--- config.mk ---
export PLATFORM = sky130hd
export DESIGN_NAME = dmem_lsu
export DESIGN_NICKNAME = d
export VERILOG_FILES = /design/src/rtl/dmem_lsu_pkg.sv /design/src/rtl/lsu_load_align.sv /design/src/rtl/dmem_lsu.sv
export SDC_FILE = /design/constraint.sdc
export NUM_CORES = 1
export LEC_CHECK = 0
export ABC_AREA = 1
export CORE_MARGIN = 2
export CORE_UTILIZATION = 40
export DETAILED_ROUTE_END_ITERATION = 16
export GPL_ROUTABILITY_DRIVEN = 0
export GPL_TIMING_DRIVEN = 0
export PLACE_DENSITY = 0.77
export SLEW_MARGIN = 20
export SYNTH_ARGS = -nofsm -noshare
export SYNTH_HDL_FRONTEND = slang
export SYNTH_HIERARCHICAL = 1
export SYNTH_SLANG_ARGS = --single-unit
export TNS_END_PERCENT = 1
--- constraint.sdc ---
create_clock -name clk -period 2 [get_ports clk]
set_clock_uncertainty 0.05 [all_clocks]
set_input_delay 0.3 -clock clk [delete_from_list [all_inputs] [get_ports clk]]
set_output_delay 0.3 -clock clk [all_outputs]
set_load 0.02 [all_outputs]
--- src/rtl/dmem_lsu_pkg.sv ---
// Shared encodings for the data-memory load/store unit: the WSel/RSel control codes,
// FSM states, access widths and small decode helpers.
package dmem_lsu_pkg;

    // Store width select (WSel)
    localparam logic [1:0] WselByte = 2'b00;
    localparam logic [1:0] WselHalf = 2'b01;
    localparam logic [1:0] WselWord = 2'b10;
    localparam logic [1:0] WselNone = 2'b11;

    // Load type select (RSel); any code not listed is treated as no load
    localparam logic [2:0] RselLb   = 3'b000;
    localparam logic [2:0] RselLh   = 3'b010;
    localparam logic [2:0] RselLw   = 3'b011;
    localparam logic [2:0] RselLbu  = 3'b100;
    localparam logic [2:0] RselLhu  = 3'b101;
    localparam logic [2:0] RselNone = 3'b111;

    typedef enum logic [1:0] {
        StIdle = 2'b00,
        StReq  = 2'b01,
        StWait = 2'b10
    } state_e;

    typedef enum logic [1:0] {
        WidthByte = 2'b00,
        WidthHalf = 2'b01,
        WidthWord = 2'b10
    } width_e;

    function automatic logic rsel_is_load(input logic [2:0] rsel);
        return (rsel == RselLb) || (rsel == RselLh) || (rsel == RselLw) ||
               (rsel == RselLbu) || (rsel == RselLhu);
    endfunction

    function automatic width_e wsel_width(input logic [1:0] wsel);
        case (wsel)
            WselByte: return WidthByte;
            WselHalf: return WidthHalf;
            default:  return WidthWord;
        endcase
    endfunction

    function automatic width_e rsel_width(input logic [2:0] rsel);
        case (rsel)
            RselLb, RselLbu: return WidthByte;
            RselLh, RselLhu: return WidthHalf;
            default:         return WidthWord;
        endcase
    endfunction

    function automatic logic is_aligned(input width_e w, input logic [1:0] off);
        case (w)
            WidthHalf: return !off[0];
            WidthWord: return off == 2'b00;
            default:   return 1'b1;
        endcase
    endfunction

    function automatic logic [3:0] byte_enable(input width_e w, input logic [1:0] off);
        case (w)
            WidthByte: return 4'b0001 << off;
            WidthHalf: return 4'b0011 << {off[1], 1'b0};
            default:   return 4'b1111;
        endcase
    endfunction

    // Replicate narrow store data so every enabled lane carries it
    function automatic logic [31:0] lane_wdata(input width_e w, input logic [31:0] d);
        case (w)
            WidthByte: return {4{d[7:0]}};
            WidthHalf: return {2{d[15:0]}};
            default:   return d;
        endcase
    endfunction

endpackage

--- src/rtl/lsu_load_align.sv ---
// Load lane select and sign/zero extension of a returned bus word.
module lsu_load_align
    import dmem_lsu_pkg::*;
(
    input  logic [31:0] rdata,
    input  logic [1:0]  off,
    input  width_e      width,
    input  logic        is_unsigned,
    output logic [31:0] data
);

    logic [31:0] shifted;

    // Shift the addressed lane down to bit 0, then extend to 32 bits
    always_comb begin
        shifted = rdata >> {off, 3'b000};
        data    = rdata;
        case (width)
            WidthByte: data = is_unsigned ? {24'b0, shifted[7:0]}
                                          : {{24{shifted[7]}}, shifted[7:0]};
            WidthHalf: data = is_unsigned ? {16'b0, shifted[15:0]}
                                          : {{16{shifted[15]}}, shifted[15:0]};
            default:   data = rdata;
        endcase
    end

endmodule

--- src/rtl/dmem_lsu.sv ---
// Data-memory load/store unit: decodes the memory-stage access, checks alignment,
// runs a request/grant/read-valid bus handshake and returns extended load data.
module dmem_lsu
    import dmem_lsu_pkg::*;
#(
    parameter int unsigned ADDR_W = 32
) (
    input  logic              clk,
    input  logic              rst,
    input  logic              ex_valid,
    input  logic              MemRW,
    input  logic [1:0]        WSel,
    input  logic [2:0]        RSel,
    input  logic [ADDR_W-1:0] addr,
    input  logic [31:0]       wdata,
    output logic              stall,
    output logic [31:0]       ld_data,
    output logic              ld_valid,
    output logic              misalign,
    output logic              bus_req,
    output logic              bus_we,
    output logic [ADDR_W-1:0] bus_addr,
    output logic [3:0]        bus_be,
    output logic [31:0]       bus_wdata,
    input  logic              bus_gnt,
    input  logic              bus_rvalid,
    input  logic [31:0]       bus_rdata
);

    state_e            state_q, state_d;
    logic              done_q, done_d;
    logic              ld_valid_q, ld_valid_d;
    logic [ADDR_W-1:0] addr_q;
    logic [3:0]        be_q;
    logic [31:0]       wdata_q;
    logic              we_q;
    width_e            width_q;
    logic              unsigned_q;
    logic [1:0]        off_q;
    logic [31:0]       ld_data_q;
    logic [31:0]       ld_ext;

    logic   is_store, is_load, access, aligned, start;
    width_e acc_width;
    logic   acc_unsigned;

    // Decode the presented access; done_q masks the instruction that just completed
    // and is still held on the inputs for the one cycle stall drops.
    always_comb begin
        is_store     = MemRW && (WSel != WselNone);
        is_load      = !MemRW && rsel_is_load(RSel);
        acc_width    = is_store ? wsel_width(WSel) : rsel_width(RSel);
        acc_unsigned = (RSel == RselLbu) || (RSel == RselLhu);
        aligned      = is_aligned(acc_width, addr[1:0]);
        access       = !rst && ex_valid && (is_store || is_load) && (state_q == StIdle) && !done_q;
        start        = access && aligned;
        misalign     = access && !aligned;
        stall        = !rst && (start || (state_q == StReq) || (state_q == StWait));
    end

    // Next-state logic for the bus handshake
    always_comb begin
        state_d    = state_q;
        done_d     = 1'b0;
        ld_valid_d = 1'b0;
        unique case (state_q)
            StIdle: if (start) state_d = StReq;
            StReq: begin
                if (bus_gnt) begin
                    state_d = we_q ? StIdle : StWait;
                    done_d  = we_q;
                end
            end
            StWait: begin
                if (bus_rvalid) begin
                    state_d    = StIdle;
                    done_d     = 1'b1;
                    ld_valid_d = 1'b1;
                end
            end
            default: state_d = StIdle;
        endcase
    end

    // State, captured request and load result registers
    always_ff @(posedge clk) begin
        if (rst) begin
            state_q    <= StIdle;
            done_q     <= 1'b0;
            ld_valid_q <= 1'b0;
            addr_q     <= '0;
            be_q       <= 4'b0;
            wdata_q    <= 32'b0;
            we_q       <= 1'b0;
            width_q    <= WidthByte;
            unsigned_q <= 1'b0;
            off_q      <= 2'b0;
            ld_data_q  <= 32'b0;
        end else begin
            state_q    <= state_d;
            done_q     <= done_d;
            ld_valid_q <= ld_valid_d;
            if (start) begin
                addr_q     <= {addr[ADDR_W-1:2], 2'b00};
                be_q       <= byte_enable(acc_width, addr[1:0]);
                wdata_q    <= lane_wdata(acc_width, wdata);
                we_q       <= is_store;
                width_q    <= acc_width;
                unsigned_q <= acc_unsigned;
                off_q      <= addr[1:0];
            end
            if ((state_q == StWait) && bus_rvalid) begin
                ld_data_q <= ld_ext;
            end
        end
    end

    lsu_load_align u_load_align (
        .rdata       (bus_rdata),
        .off         (off_q),
        .width       (width_q),
        .is_unsigned (unsigned_q),
        .data        (ld_ext)
    );

    assign bus_req   = (state_q == StReq);
    assign bus_we    = we_q;
    assign bus_addr  = addr_q;
    assign bus_be    = be_q;
    assign bus_wdata = wdata_q;
    assign ld_data   = ld_data_q;
    assign ld_valid  = ld_valid_q;

endmodule

# --- After elaboration in Yosys (flattened, before gate mapping) ---
# Index checks and enable logic that the tools add are counted.
# Widths: inputs -> output; s select.
word_totals:
  regBits: 108
  inputBits: 107
  output_inout_bits: 105
op_classes:
  n_eq_ne: 14
  shift: 3
  mux: 17
  bitwise_logic: 1
  n_reduce_logical: 33
ops:
  columns: ["op", "n"]
  rows:
  - ["$pmux 32 s2", 2]
  - ["$mux 32", 2]
  - ["$shr 32x5->16", 1]
  - ["$logic_and 1x1->1", 10]
  - ["$logic_not 2->1", 5]
  - ["$mux 2", 5]
  - ["$eq 2x1->1 const B", 4]
  - ["$logic_or 1x1->1", 8]
  - ["$pmux 2 s2", 2]
  - ["$pmux 4 s2", 1]
  - ["$eq 3x2->1 const B", 2]
  - ["$eq 3x3->1 const B", 2]
  - ["$ne 2x2->1 const B", 3]
  - ["$pmux 2 s3", 1]
  - ["$reduce_or 2->1", 3]
  - ["$logic_not 1->1", 5]
  - ["$eq 2x2->1 const B", 2]
  - ["$pmux 1 s2", 2]
  - ["$shl 1x2->4 const A", 1]
  - ["$shl 2x2->4 const A", 1]
  - ["$logic_not 3->1", 1]
  - ["$reduce_and 3->1", 1]
  - ["$mux 1", 2]
  - ["$ne 2x1->1 const B", 1]
  - ["$not 1->1", 1]

# --- Depth between registers and ports, before layout ---
# Gate-level depths: netlist of the first run.
depth:
  word_depth: 14
  depth_mapped: 15

# --- Modules after synthesis ---
# Netlist of the first run, hierarchy kept.
modules_own_cells:
  columns: ["module", "n_inst", "cells_each", "area_per_inst_um2"]
  rows:
  - ["dmem_lsu", 1, 626, 4695.8]
  - ["lsu_load_align", 1, 174, 843.3]

# --- Worst setup path before layout of the first run ---
# No wires, ideal clock.
synth_timing:
  path_kind: "input port to output port"
  startpoint: "input MemRW"
  endpoint: "output stall"
  arrival_ps: 1941
  required_time_ps: 1650
  slack_ps: -291
  cell_stages: 12
  n_path_buf: 3
  path_cell_list: "a21boi_2 > inv_2 > nand2_1 > nand2_1 > buf_4 > ha_1 > inv_1 > nand3_2 > nand3_4 > buf_12 > buf_6 > a31oi_2"
synth_via:
  elab_chain_len: 10
  word_cells_on_any_way: 15
synth_rtl:
  columns: ["item", "line_no", "rtl"]
  rows:
  - ["start, declared", "dmem_lsu.sv:11", "input logic MemRW,"]
  - ["branches (longest 6 deep; another with $mux 2)", null, null]
  - ["$logic_and 1x1->1 *", "dmem_lsu.sv:56", "start = access && aligned;"]
  - ["$logic_or 1x1->1 * (2 in series)", "dmem_lsu.sv:58", "stall = !rst && (start || (state_q == StReq) || (state_q == StWait));"]
  - ["$logic_and 1x1->1 *", "dmem_lsu.sv:58", null]
  - ["end, declared", "dmem_lsu.sv:16", "output logic stall,"]
# Every way passes the cells marked *.

# --- Final worst setup path of the first run ---
layout_timing:
  startpoint: "input WSel[1]"
  endpoint: "output stall"
layout_via:
  word_cells_on_any_way: 17
layout_lines:
  columns: ["item", "line_no", "rtl"]
  rows:
  - ["start, declared", "dmem_lsu.sv:12", "input logic [1:0] WSel,"]
  - ["$eq 2x1->1, or another cell as far along", "dmem_lsu_pkg.sv:37", "case (wsel)"]
  - ["$pmux 2 s2 or $logic_and 1x1->1 (tied branches)", "dmem_lsu_pkg.sv:37, dmem_lsu.sv:50", null]
  - ["$mux 2 *", "dmem_lsu.sv:52", "acc_width = is_store ? wsel_width(WSel) : rsel_width(RSel);"]
  - ["net acc_width[0]", "dmem_lsu.sv:44", "width_e acc_width;"]
  - ["$eq 2x2->1 or $eq 2x1->1 (tied branches)", "dmem_lsu_pkg.sv:53", "case (w)"]
  - ["$pmux 1 s2 *", "dmem_lsu_pkg.sv:53", null]
  - ["$logic_and 1x1->1 *", "dmem_lsu.sv:56", null]
  - ["$logic_or 1x1->1 * (2 in series)", "dmem_lsu.sv:58", null]
  - ["$logic_and 1x1->1 *", "dmem_lsu.sv:58", null]
# The timed path passes the listed nets; every way through them passes the cells marked *.

==> results of run 1 <==
[sequential cells by signal (all words and copies together) (netlist names), 2 cells and up]
| register | flops |
|---|---|
| ld_data | 32 |
| bus_be | 4 |
| off_q | 2 |
| bus_wdata | 32 |
| width_q | 2 |
| bus_addr | 30 |
| state_q | 2 |
[metrics by stage]
step / power [W] / cells / utilization / setup TNS [ns] / area [sq um]
after CTS: 0.006680 / 1208 / 0.6196 / -0.2741 / 8303
after detailed placement: 0.004766 / 1186 / 0.5897 / -51.85 / 7903
after global placement: 0.004745 / 1186 / 0.5897 / -49.23 / 7903
final: 0.006645 / 1213 / 0.6209 / -0.06242 / 8320
after floorplan: 0.003818 / 801 / - / -0.1419 / 5590
after global routing: 0.007014 / 1213 / 0.6209 / -0.5508 / 8320
[power by group]
part / internal (W) / switching (W) / leakage [nW]
logic: 0.00103 / 0.00121 / 2.17
clock network: 0.000993 / 0.000891 / 0.149
registers: 0.00239 / 0.000132 / 0.875
total: 0.00441 / 0.00223 / 3.19
[layer usage]
layer  routed length (microns)  part of all wire
met4                       322             0.019
met2                      8030              0.47
met1                      7295              0.42
met3                      1615             0.094
met5                         0                 0
[layout make-up]
class / instances / area share
multi-input combinational: 610 / 0.3541
timing repair buffer: 224 / 0.2638
sequential: 108 / 0.2598
buffer: 50 / 0.04421
clock buffer: 9 / 0.02707
tap: 176 / 0.02647
inverter: 29 / 0.01489
clock inverter: 7 / 0.009624
[timing repair]
action	in CTS	in global routing
gates resized for setup	54	5
setup endpoints to repair	77	39
pin swaps	7	10
setup buffers	7	8
[synthesized netlist by cell type]
master / number
nand2_1: 255
ha_1: 7
a22o_1: 1
a21oi_2: 21
o21ai_1: 2
o22ai_1: 2
nand3_1: 43
buf_12: 3
a21boi_2: 1
nand2_2: 26
buf_8: 3
inv_4: 1
o21ai_0: 89
inv_1: 23
buf_6: 13
a31oi_2: 1
nor2_1: 106
buf_2: 7
nand3_2: 1
dfxtp_1: 108
clkbuf_2: 1
nand3_4: 3
inv_6: 2
clkbuf_1: 22
nor2_8: 1
conb_1: 1
buf_4: 5
and3_1: 1
a21oi_1: 47
nor2_4: 1
inv_2: 3
[cells in the final DEF, fill, tap and decap left out, types with 4 or more instances in the layout]
cell type / count
nand3_1: 43
ha_1: 5
nand2_2: 27
buf_4: 20
dfxtp_1: 108
inv_1: 20
clkbuf_1: 22
a21oi_1: 47
buf_6: 15
inv_6: 5
nand2_1: 250
o21ai_0: 88
clkbuf_16: 9
clkdlybuf4s50_1: 200
buf_2: 9
a21oi_2: 21
nand2_4: 4
buf_8: 4
inv_2: 5
nor2_1: 106
nand3_4: 4
[tightest hold or removal path, delay by kind of cell]
family	cells	cell delay, ns
AOI/OAI and AO/OA	1	0.06
buffers and inverters	1	0.14
and+or+nand+nor	1	0.11
[path summary, 6_finish.rpt]
| kind | slack [ns] | endpoint | depth (start not counted) | startpoint |
|---|---|---|---|---|
| setup / recovery | -0.06 | stall | 11 | WSel[1] |
| hold / removal | 0.25 | unsigned_q | 3 | RSel[2] |
| setup reg to reg | 0.23 | ld_data[18] | 7 | state_q[0] |
| hold reg to reg | 0.42 | bus_addr[31] | 2 | bus_addr[31] |
[kinds of logic after synthesis]
| family | Yosys count | synth area share |
|---|---|---|
| other | 1 | 0.0006770 |
| adder cells (fa/ha/maj) | 7 | 0.01581 |
| AND/OR/NAND/NOR | 437 | 0.3309 |
| buffers and inverters | 83 | 0.09623 |
| AO/OA/AOI/OAI | 164 | 0.1660 |
| flip-flops | 108 | 0.3903 |
==> impl_metrics.yaml, run 1 <==
run_status:
  outcome: "finished, violations left"
  violations: "setup timing"
global_routing:
  grt_use_total: 0.2334
  gr-usage-met3: 0.07022
  grt_overflow_total: 0
  grt_max_degree: 20
  use_met1: 0.2938
  grt.busiest_layer: "met2"
  grt_pass1_vias: 5523
  antenna_found_initial: 0
  grt_pass1_wl_microns: 27300
  grt_use_met2: 0.3792
routing:
  drc: 0
  viasPerCell: 4.910
  via_count: 5956
  drt_wl_total_microns: 17260
  first_pass_iters: 5
  postRouteAntennaNets: 0
  avgRoutedWirePerCell_microns: 14.23
  first_iter_violations: 473
die:
  core_area_sq_um: 13400
  boundaryPins: 212
  rows: 42
  fp.dieH_microns: 121.7
  die_x_microns: 121.7
  die_area_sq_um: 14800
  start_util: 0.4134
cts:
  cts_hold_buf: 0
  clk_transition_reported_paths_ns: 0.08
  insertion_delay_ns: 0.36
  cts.sinks: 108
  cts_buffer_depth: 2
  cts_root_buf: "clkbuf_16"
  htreeDepth: 3
  cts_tree: "built"
  cts_buffers: 9
cells_and_area:
  area_growth_pct: 50.21
  nets: 1146
  multiInputGateArea_sq_um: 2947
  layout-drive-gt1-share: 0.1350
  num-fill-cells: 1232
  diodes: 0
  ff_latch_area_sq_um: 2162
sta:
  setup_viol: 1
  finalCritPeriodShare: 1.031
  tightestPinTransition_ns: 0.7047
  max_slew_margin: 0.5302
  finalHoldViolations: 0
  drv_slew: 0
  whs_ns: 0.2468
  max_freq_mhz: 484.9
  timing.final.ws_setup_ns: -0.06242
  min_period_ns: 2.062
  rsz0062_at_grt: "true"
worst_setup_path:
  cp_common_cell: "nand3_4"
  cp_top_family: "compound AO/OA/AOI/OAI gates"
  crit_buf_inv: 4
  cp_max_fo: 4
  worstPathRequired_ns: 1.65
  crit_path_end_kind: "primary output"
  critPathKind: "in -> out"
  crit_chain: "buf_8 > a21boi_4 > inv_2 > nand2_4 > o22ai_4 > ha_4 > inv_4 > nand3_4 > nand3_4 > a31oi_4 > buf_6"
  slowest_delay_ns: 0.29
  start_kind: "input port"
  arrival_ns: 1.71
  critical_path.slowest_cell: "ha_4"
synthesis:
  synth-seq-cells: 108
  yosysTopAreaCell: "dfxtp_1"
  ys_types: 31
  synth_top_cell_area_share: 0.3903
  syn_area_sq_um: 5539
  synth_area_leaders: "dfxtp_1 (39%), nand2_1 (17%), o21ai_0 (8.0%)"
  synth.yosys.seq_area_share: 0.3903
  synthCells: 800
  yosys_warnings: 6
  syn_area_per_cell_sq_um: 6.924
hold_path:
  hold_class: "in -> reg"
power_and_ir_drop:
  vdd_drop_max_v: 0.0004591
  leakage_nw: 3.192
  power_density_nw_per_um2: 798.7
run:
  drv_cap: 0
placement:
  port_buffers: 209
  hpwl_microns: 12910
  dpl_worst_slack_ns: -1.405
Note: power is estimated with default switching activity, not from simulation.
==> run 2, diff against run 1 <==
--- a/config.mk
+++ b/config.mk
@@ -8,6 +8,7 @@
 export ABC_AREA = 1
 export CORE_MARGIN = 2
 export CORE_UTILIZATION = 40
+export CTS_CLUSTER_SIZE = 12
 export DETAILED_ROUTE_END_ITERATION = 16
 export GPL_ROUTABILITY_DRIVEN = 0
 export GPL_TIMING_DRIVEN = 0
==> results of run 2 <==
Final layout, timing and power as in run 1 (identical DEF).
==> RTL change 1, RTL diff (settings of run 1) <==
Set the parameter `ADDR_W` to 40 (it was 32).
--- a/src/rtl/dmem_lsu.sv
+++ b/src/rtl/dmem_lsu.sv
@@ -4,5 +4,5 @@
     import dmem_lsu_pkg::*;
 #(
-    parameter int unsigned ADDR_W = 32
+    parameter int unsigned ADDR_W = 40
 ) (
     input  logic              clk,
Ports: changed (resized addr and bus_addr); port bits go from 212 to 228. The function was not compared with the original's and may differ.
==> RTL change 1 against run 1 <==
The run still ends with setup timing left. Wire length increased by 8.8%. Power increased by 24%. Synthesized cell count increased by 3.5%. Worst setup slack improved by 41 ps. Final area increased by 8.6%. Sequential power increased by 8%. Fmax increased by 2.0%. Area after synthesis increased by 3.2%. Sequential cell count increased by 8. Critical path type unchanged.
==> RTL change 1: results (changes against run 1) <==
non-clock buffer share of cell area 30.5% (was 30.8%); via count of the first global-routing pass 5776 (was 5523); CTS clk-pin slew, worst paths 50 ps (was 80 ps); layout inverter count without the clock tree 44 (was 29); Clock buffer cells 21 (was 9); Worst Hold Margin 147 ps (was 247 ps); worst reg2reg setup slack 120 ps (was 230 ps); Multi-input comb cells 614 (was 610); outcome complete, but fails checks (unchanged); register share of the cell area 25.7% (was 26.0%); global-route wire length before repair 28400 um (was 27300 um); M1 wire length 7680 um (was 7300 um); critical path peak fanout 2 (was 4); Clock Latency Late Sink 410 ps (was 360 ps); count of fill cells added during filler insertion 1272 (was 1232); most used standard cells in the synthesized netlist 250 x sky130_fd_sc_hd__nand2_1, 116 x sky130_fd_sc_hd__dfxtp_1, 103 x sky130_fd_sc_hd__nor2_1 (was 255 x sky130_fd_sc_hd__nand2_1, 108 x sky130_fd_sc_hd__dfxtp_1, 106 x sky130_fd_sc_hd__nor2_1); Compound-Gate Fraction of Synth Area 17.1% (was 16.6%); Yosys cell types 29 (was 31); violations in the final reports setup timing (unchanged); routed via count divided by cell count 4.99 (was 4.91); FF+latch count 116 (was 108); met3 usage in global routing 8.30% (was 7.02%); post-route setup slack -21.6 ps (was -62.4 ps); DRC marker count from the first detailed-route iteration 404 (was 473); number of clock buffers inserted by TritonCTS 17 (was 9); post-synthesis share of cell area spent on full adders, half adders and majority gates 1.53% (was 1.58%); Sum Neg Setup Slack -23.2 ps (was -62.4 ps); num rows 43 (was 42); end-of-flow core utilization 64.8% (was 62.1%); Finish-stage setup viols 2 (was 1); count of input and output buffers 225 (was 209); met2 routed WL 9020 um (was 8030 um); final routed wire length divided by cell count 14.7 um (was 14.2 um)
## RTL change 1: repair_timing
action	in CTS	in global routing
setup buffers	13	2
pin swaps	8	5
gates resized for setup	67	6
endpoints found under the setup margin	85	2
## RTL change 1: final timing paths
| path | cells after the start | start | to |
|---|---|---|---|
| hold / removal | 3 | RSel[2] | unsigned_q |
| hold reg to reg | 2 | bus_addr[21] | bus_addr[21] |
| setup / recovery | 13 | WSel[1] | stall |
| setup reg to reg | 11 | state_q[0] | bus_be[1] |
## RTL change 1: kinds of logic (layout without fill, tap and decap cells)
logic type | after synthesis | count (layout)
buf+inv | 99 | 368
flops | 116 | 116
compound gates | 186 | 186
simple gates | 419 | 419
fa+ha+maj | 7 | 7
other cells | 1 | 2
## RTL change 1: power by group
group	total [uW]	switching, uW	internal, uW	leakage (uW)
clock network	3170	1040	2130	0.000299
logic	2380	1270	1100	0.00227
registers	2710	140	2570	0.000941
total	8260	2450	5810	0.00351
==> RTL change 2, RTL diff (config.mk and constraints of run 1) <==
Without the edit above. Make the reset (`rst`) asynchronous in one clocked block.
--- a/src/rtl/dmem_lsu.sv
+++ b/src/rtl/dmem_lsu.sv
@@ -84,5 +84,5 @@
 
     // State, captured request and load result registers
-    always_ff @(posedge clk) begin
+    always_ff @(posedge clk or posedge rst) begin
         if (rst) begin
             state_q    <= StIdle;
Formal check against the unedited RTL: differs if rst is asserted again (counterexample within 4 cycles, from zero or initial values and one cycle with rst high); with rst held inactive, the same outputs for 10 cycles.
==> RTL change 2 against run 1 <==
The flow still finishes with violations (setup timing). Sequential cell count unchanged. Wire length up 8.6%. Area after synthesis grew 1.2%. Worst setup slack worse by 66 ps. Global-route usage grew 1.6 points. Final area up 3.5%.
Power is not compared: it rests on default switching activity, and its combinational part moved more than twofold at a synthesized area within 25%.
==> RTL change 2: results (changes against run 1) <==
largest cells by area after synthesis sky130_fd_sc_hd__dfrtp_1 48%, sky130_fd_sc_hd__nand2_1 27%, sky130_fd_sc_hd__o21ai_0 6.1% (was sky130_fd_sc_hd__dfxtp_1 39%, sky130_fd_sc_hd__nand2_1 17%, sky130_fd_sc_hd__o21ai_0 8.0%); arrival time of data at the critical path endpoint 1780 ps (was 1710 ps); count of fill cells added during filler insertion 1242 (was 1232); Yosys cell types 29 (was 31); Tot GR Track Use 25.0% (was 23.3%); r2r worst-path depth 9 (was 7); most used standard cells in the synthesized netlist 399 x sky130_fd_sc_hd__nand2_1, 108 x sky130_fd_sc_hd__dfrtp_1, 68 x sky130_fd_sc_hd__o21ai_0 (was 255 x sky130_fd_sc_hd__nand2_1, 108 x sky130_fd_sc_hd__dfxtp_1, 106 x sky130_fd_sc_hd__nor2_1); share of cells above drive strength 1 11.8% (was 13.5%); Critical Path End stall (unchanged); Area after DPL 0.00800 mm2 (was 0.00790 mm2); worst flop-to-flop path startpoint state_q[0] (unchanged); routed via count divided by cell count 5.00 (was 4.91); outcome complete, but fails checks (unchanged); pin count of the biggest net entering global routing 55 (was 20); Sum Neg Setup Slack -155 ps (was -62.4 ps); r2r endpoint ld_data[20] (was ld_data[18]); final routed wire length divided by cell count 15.7 um (was 14.2 um); post-detail-place hpwl 12900 um (about the same); post-placement worst setup slack -1510 ps (was -1410 ps); hold crit path type in2async (was in2reg); asr flop ratio synth 100% (was 0%); post-route setup slack -128 ps (was -62.4 ps); transition time at the pin with the least slew margin 668 ps (was 705 ps); post-layout net count 1124 (was 1146); violations in the final reports setup timing (unchanged); Finish-stage setup viols 2 (was 1); DRC marker count from the first detailed-route iteration 489 (was 473); maximum single-stage delay on the critical path 150 ps (was 290 ps); Worst Hold Margin 17.9 ps (was 247 ps); cell family contributing the most delay on the critical path buffers and inverters (was compound AO/OA/AOI/OAI gates); startpoint of the most critical setup path WSel[0] (was WSel[1]); worst reg2reg setup slack 120 ps (was 230 ps); global-route wire length before repair 28700 um (was 27300 um); Seq/Total Area, Yosys 48.2% (was 39.0%); slowest CP cell sky130_fd_sc_hd__buf_8 (was sky130_fd_sc_hd__ha_4); via count of the first global-routing pass 5686 (was 5523)
RTL change 2: cell types whose count changed in the layout (fill, tap and decap cells not counted), moves of 7 or more:
cell                              run 1  this run
sky130_fd_sc_hd__dfrtp_1              0       108
sky130_fd_sc_hd__o22ai_1              1         9
sky130_fd_sc_hd__inv_1               20        29
sky130_fd_sc_hd__nand2_1            250       394
sky130_fd_sc_hd__o21ai_0             88        68
sky130_fd_sc_hd__inv_2                5        12
sky130_fd_sc_hd__a21oi_2             21         0
sky130_fd_sc_hd__clkbuf_1            22        10
sky130_fd_sc_hd__dfxtp_1            108         0
sky130_fd_sc_hd__nor2_1             106        20
sky130_fd_sc_hd__a21oi_1             47         1
sky130_fd_sc_hd__nand2_2             27         7
RTL change 2: final cells by class:
cell class / count / area [um2] / area share [%]
Tap cell: 180 / 225 / 2.61
Multi-Input combinational cell: 570 / 2610 / 30.3
Timing Repair Buffer: 232 / 2250 / 26.1
Sequential cell: 108 / 2700 / 31.4
Clock inverter: 5 / 61.3 / 0.712
Timing Repair inverter: 3 / 26.3 / 0.305
Inverter: 45 / 205 / 2.38
Clock buffer: 10 / 229 / 2.66
Buffer: 41 / 300 / 3.49
RTL change 2: metal layers:
layer | global-route usage [%] | vias to the layer above | wire, um
met4 | 10.3 | 0 | 487
met3 | 9.11 | 40 | 2030
met2 | 41.0 | 289 | 8850
li1 | - | 2875 | -
met5 | 0 | - | 0
met1 | 29.7 | 2765 | 7390
RTL change 2: worst register-to-register path: cells and delay by family (launching register included):
| kind | cells | cell delay (ps) |
|---|---|---|
| and+or+nand+nor | 3 | 370 |
| DFF | 1 | 400 |
| adders and majority gates | 1 | 150 |
| buffers and inverters | 5 | 850 |
RTL change 2: repair_timing:
item,4_1_cts,5_1_grt
endpoints found under the setup margin,77,95
resized for setup,62,24
cloned,3,0
buffers inserted,17,3
endpoints found under the hold margin,14,0
hold buffers,3,0
pin swaps,13,6
RTL change 2: metrics by stage:
step,total power (uW),std cells
final,12000,1194
after global routing,12900,1194
after detailed placement,10000,1153
after global placement,9910,1153
after CTS,12000,1191
after floorplan,7220,764
RTL change 2: cell families after synthesis:
kind of cell               synth area share [%]
and+or+nand+nor                            33.9
buffers and inverters                      7.97
DFF                                        48.2
other                                    0.0669
adders and majority gates                  1.56
AOI/OAI and AO/OA                          8.30
RTL change 2: power groups by stage:
stage	Sequential [uW]	Clock, uW	Combinational, uW
2_1_floorplan	4760	0	2460
3_3_place_gp	3700	0	6210
3_5_place_dp	3700	0	6310
4_1_cts	3700	1840	6510
5_1_grt	3810	1930	7130
6_report	3700	1800	6540
